<file path="src/rtl/cnn16_ram_arbiter.sv">
// cnn16_ram_arbiter: two-requester arbiter/sequencer in front of the
// single-port cnn16_ram. Requester A is the CNN compute core, requester B
// is the host/loader port. Each accepted request takes one IDLE cycle for
// selection plus one ACCESS cycle on the RAM, so throughput is one access
// per two cycles. All RAM command signals come straight from registers.
module cnn16_ram_arbiter #(
    parameter int DATA_WIDTH = 16,
    parameter int ADDR_WIDTH = 12,
    parameter int FIXED_PRIO = 0
) (
    input  logic                  clk,
    input  logic                  rst,
    // Requester A (compute core)
    input  logic                  a_req,
    input  logic                  a_we,
    input  logic [ADDR_WIDTH-1:0] a_addr,
    input  logic [DATA_WIDTH-1:0] a_wdata,
    output logic                  a_gnt,
    output logic [DATA_WIDTH-1:0] a_rdata,
    output logic                  a_rvalid,
    // Requester B (host/loader)
    input  logic                  b_req,
    input  logic                  b_we,
    input  logic [ADDR_WIDTH-1:0] b_addr,
    input  logic [DATA_WIDTH-1:0] b_wdata,
    output logic                  b_gnt,
    output logic [DATA_WIDTH-1:0] b_rdata,
    output logic                  b_rvalid,
    // RAM command side
    output logic                  mem_write,
    output logic [ADDR_WIDTH-1:0] address,
    output logic [DATA_WIDTH-1:0] data_in,
    input  logic [DATA_WIDTH-1:0] data_out,
    output logic                  busy
);

    typedef enum logic {
        S_IDLE   = 1'b0,
        S_ACCESS = 1'b1
    } state_t;

    state_t                r_state;
    logic                  r_mem_write;
    logic [ADDR_WIDTH-1:0] r_address;
    logic [DATA_WIDTH-1:0] r_data_in;
    logic                  r_a_gnt;
    logic                  r_b_gnt;
    logic                  r_busy;
    logic                  r_a_rvalid;
    logic                  r_b_rvalid;
    logic [DATA_WIDTH-1:0] r_a_rdata;
    logic [DATA_WIDTH-1:0] r_b_rdata;
    // 1 when B won the most recent grant; reset to B so A wins the first tie
    logic                  r_last_b;
    // Owner of the access currently in ACCESS (1 = B)
    logic                  r_win_b;

    logic                  w_tie_to_a;
    logic                  w_sel_a;
    logic                  w_sel_b;

    // On a tie A wins under fixed priority, otherwise whoever did not win last
    assign w_tie_to_a = (FIXED_PRIO != 0) || r_last_b;
    assign w_sel_a    = a_req && (!b_req || w_tie_to_a);
    assign w_sel_b    = b_req && !w_sel_a;

    // Two-state sequencer: select and register the command in IDLE, run it in ACCESS
    always_ff @(posedge clk or posedge rst) begin
        if (rst) begin
            r_state     <= S_IDLE;
            r_mem_write <= 1'b0;
            r_address   <= '0;
            r_data_in   <= '0;
            r_a_gnt     <= 1'b0;
            r_b_gnt     <= 1'b0;
            r_busy      <= 1'b0;
            r_a_rvalid  <= 1'b0;
            r_b_rvalid  <= 1'b0;
            r_a_rdata   <= '0;
            r_b_rdata   <= '0;
            r_last_b    <= 1'b1;
            r_win_b     <= 1'b0;
        end else begin
            // Read-valid strobes are single-cycle pulses
            r_a_rvalid <= 1'b0;
            r_b_rvalid <= 1'b0;
            case (r_state)
                S_IDLE: begin
                    r_mem_write <= 1'b0;
                    if (w_sel_a || w_sel_b) begin
                        r_address   <= w_sel_a ? a_addr  : b_addr;
                        r_data_in   <= w_sel_a ? a_wdata : b_wdata;
                        r_mem_write <= w_sel_a ? a_we    : b_we;
                        r_a_gnt     <= w_sel_a;
                        r_b_gnt     <= w_sel_b;
                        r_busy      <= 1'b1;
                        r_last_b    <= w_sel_b;
                        r_win_b     <= w_sel_b;
                        r_state     <= S_ACCESS;
                    end
                end
                S_ACCESS: begin
                    // A read's data is only visible to the owner of the access
                    if (!r_mem_write) begin
                        if (r_win_b) begin
                            r_b_rdata  <= data_out;
                            r_b_rvalid <= 1'b1;
                        end else begin
                            r_a_rdata  <= data_out;
                            r_a_rvalid <= 1'b1;
                        end
                    end
                    r_a_gnt     <= 1'b0;
                    r_b_gnt     <= 1'b0;
                    r_mem_write <= 1'b0;
                    r_busy      <= 1'b0;
                    r_state     <= S_IDLE;
                end
                default: begin
                    r_state <= S_IDLE;
                end
            endcase
        end
    end

    assign mem_write = r_mem_write;
    assign address   = r_address;
    assign data_in   = r_data_in;
    assign a_gnt     = r_a_gnt;
    assign b_gnt     = r_b_gnt;
    assign busy      = r_busy;
    assign a_rvalid  = r_a_rvalid;
    assign b_rvalid  = r_b_rvalid;
    assign a_rdata   = r_a_rdata;
    assign b_rdata   = r_b_rdata;

endmodule

</file>
<file path="config.mk">
export PLATFORM = sky130hd
export DESIGN_NAME = cnn16_ram_arbiter
export DESIGN_NICKNAME = d
export VERILOG_FILES = /design/src/rtl/cnn16_ram_arbiter.sv
export SDC_FILE = /design/constraint.sdc
export NUM_CORES = 1
export LEC_CHECK = 0
export CELL_PAD_IN_SITES_DETAIL_PLACEMENT = 1
export CELL_PAD_IN_SITES_GLOBAL_PLACEMENT = 2
export CORE_MARGIN = 2
export CORE_UTILIZATION = 26
export CTS_BUF_LIST = sky130_fd_sc_hd__clkbuf_8
export DETAILED_ROUTE_END_ITERATION = 8
export GPL_TIMING_DRIVEN = 0
export PLACE_DENSITY_LB_ADDON = 0.1
export SKIP_LAST_GASP = 1
export SLEW_MARGIN = 15
export SYNTH_ARGS = -nofsm -noshare
export SYNTH_HDL_FRONTEND = slang
export SYNTH_SLANG_ARGS = --single-unit
</file>
<file path="constraint.sdc">
create_clock -name clk -period 6.9 [get_ports clk]
set_clock_uncertainty 0.05 [all_clocks]
set_input_delay 1.725 -clock clk [delete_from_list [all_inputs] [get_ports clk]]
set_output_delay 1.725 -clock clk [all_outputs]
set_load 0.02 [all_outputs]
</file>
==> reports/results.txt <==
clock buffer depth: 2
Post-Syn Area: 0.00293 mm^2
DR vias: 2589
Starting Density: 0.268
kind of critical path: in -> reg
DRC viols: 0
synth unique cells: 26
r2r worst-path depth: 5
Fillers: 1223
crit-path max FO: 10
Hold Path Class: reg -> reg
clock root buffer: clkbuf_8
reg-to-reg critical path endpoint: address[8]
worst skew pair latency: 0.35 ns
fin crit share: 0.476
hold path depth: 1
drt pass-1 iters: 4
TritonCTS buffer count: 9
TritonCTS clock tree: built
Final Hold Fails: 0
area delta synth->final: 61.7%
critical path depth in cells: 6
Worst EP arrival: 3.50 ns
CP endpoint kind: flip-flop
most frequent cells in the layout: 142 x clkdlybuf4s50_1, 68 x dfrtp_1
GPL Wtd Cong: 0.702
via density per instance: 4.66
register area share after synthesis: 0.589
Initial DRC Count: 68
Critical Path Source: b_req
Mapped Nets: 335
status: finished, final reports clean
hpwl dp: 6680 um
fmax: 304 MHz
Max VDD drop: 0.000178 V
Worst slew margin: 0.620
FF+latch count, synth: 69
commonest non-fill, non-tap cell in the layout: clkdlybuf4s50_1
Crit Reg-Reg Startpoint: r_last_b
unrepaired setup endpoints after global routing: false
cells along the critical path: clkdlybuf4s50_1, and2b_1, clkbuf_2, clkbuf_1, o21ai_0, a31oi_1
Yosys top cell area share: 0.580
biggest area consumer among synthesized cells: dfrtp_1
area occupied by registers: 0.00173 mm^2
Final ANT Viol Nets: 0
CP startpoint kind: input pin
fin util: 0.434
Worst path top cell family by delay: buffers and inverters
largest net degree at the start of global routing: 40
IO buf count: 142
Die Y: 110 um
top cells by area, synth: dfrtp_1 58%, mux2_2 8.8%, a31oi_1 6.2%
Detailed Route WL: 9450 um
# IOs: 144
cts hold-fix bufs: 0
vias in the first global route: 2813
max_cap viols: 0
post-CTS resize count: 0
final setup violating endpoints: 0
initial antenna violation count: 0
pwr dens: 352 mW/mm^2
GRT Overall Usage: 0.158
Required @ worst endpoint: 7.11 ns
die area: 0.0122 mm^2
number of cell rows: 38
Die Width: 110 um
Syn Inst Count: 257
Ys Warns: 0
Critical Path End: data_in[1]
Slew @ Worst Pin: 0.570 ns
H-tree levels: 3
register-to-register path setup slack: 5.11 ns
first-pass GRT wire length: 14500 um
DR WL/cell: 17.0 um
Slowest cell on crit path: clkdlybuf4s50_1
Post-Route Setup TNS: 0 ns
Max Slew Vio Count: 0
area of the multi-input gates: 0.00108 mm^2
share of cells above drive strength 1: 0.151
Design Area, Final: 0.00474 mm^2
Placed Area: 0.00455 mm^2
CP bufs+invs: 3
clock-pin transition on the worst setup and hold timing paths: 0.07 ns
grt total ovfl: 0
Pleak: 0.00190 uW
# nets final: 489
Setup Buffers After CTS: 0
Placeable Area: 0.0109 mm^2
fin crit period: 3.29 ns
CP peak stage delay: 0.56 ns
n_diodes: 0
number of clock sinks: 69
Avg Cell Area, Syn: 11.4 um^2
-- cell families after synthesis --
family / share of synthesized area
compound gates: 0.128
buf+inv: 0.0414
flops: 0.589
mux: 0.134
simple gates: 0.107
-- cell type report --
class                           count  area share
Multi-Input combinational cell    162       0.229
Clock buffer                        9      0.0261
Clock inverter                      7      0.0142
Buffer                             22      0.0224
Timing Repair Buffer              143       0.304
Inverter                            4     0.00369
Sequential cell                    69       0.364
Tap cell                          140      0.0369
-- per-layer routing --
layer / share of wire / track usage / up-vias
met5: 0 / 0 / -
met3: 0.074 / 0.0464 / 9
met4: 0.0093 / 0.0580 / 0
met1: 0.45 / 0.193 / 1265
met2: 0.47 / 0.266 / 92
li1: - / - / 1223
-- cell usage after synthesis --
master / count
a21boi_1: 1
a21o_2: 1
a21oi_1: 2
a31oi_1: 29
and2b_1: 1
and2b_2: 1
buf_12: 1
buf_2: 5
clkbuf_1: 15
clkbuf_2: 1
dfrtp_1: 68
dfstp_2: 1
inv_1: 3
inv_2: 1
mux2_2: 23
mux2_4: 9
nand2_1: 1
nand2b_1: 2
nand3_1: 29
nand3b_2: 1
nor2_1: 29
nor3_4: 1
o21ai_0: 29
o21ai_1: 1
o21ba_2: 1
o22a_1: 1
-- per-stage QoR --
step | total power, uW | instances | worst slack [ns] | hold WS (ns)
final | 1670 | 556 | 3.61 | 0.442
after global routing | 1770 | 556 | 3.47 | 0.460
after CTS | 1700 | 556 | 3.56 | 0.447
after detailed placement | 1360 | 540 | 3.19 | 0.429
after global placement | 1340 | 539 | 1.96 | 0.426
after floorplan | 979 | 257 | 3.39 | 0.440
-- worst min path at each step --
| stage | slack [ns] | endpoint | start |
|---|---|---|---|
| finish | 0.44 | busy | busy |
| global route | 0.46 | busy | busy |
| CTS | 0.45 | busy | busy |
| detailed placement | 0.43 | busy | busy |
| global placement | 0.43 | busy | busy |
| floorplan | 0.44 | r_last_b | r_last_b |
-- state kept, by name (all words and copies together), names as in the netlist, 12 cells and up --
register / cells
a_rdata: 16
address: 12
b_rdata: 16
data_in: 16
-- worst reg2reg max path, stage by stage (launching register included) --
cell	delay (ns)
dfstp_2	0.55
and2b_1	0.19
clkbuf_2	0.19
clkbuf_1	0.30
o21ai_0	0.25
a31oi_1	0.11
-- report_power, final --
| group | internal (uW) | switching [uW] |
|---|---|---|
| Combinational | 383 | 345 |
| Clock | 165 | 165 |
| Sequential | 539 | 71.3 |
No activity file was read; power rests on OpenSTA's default activity.
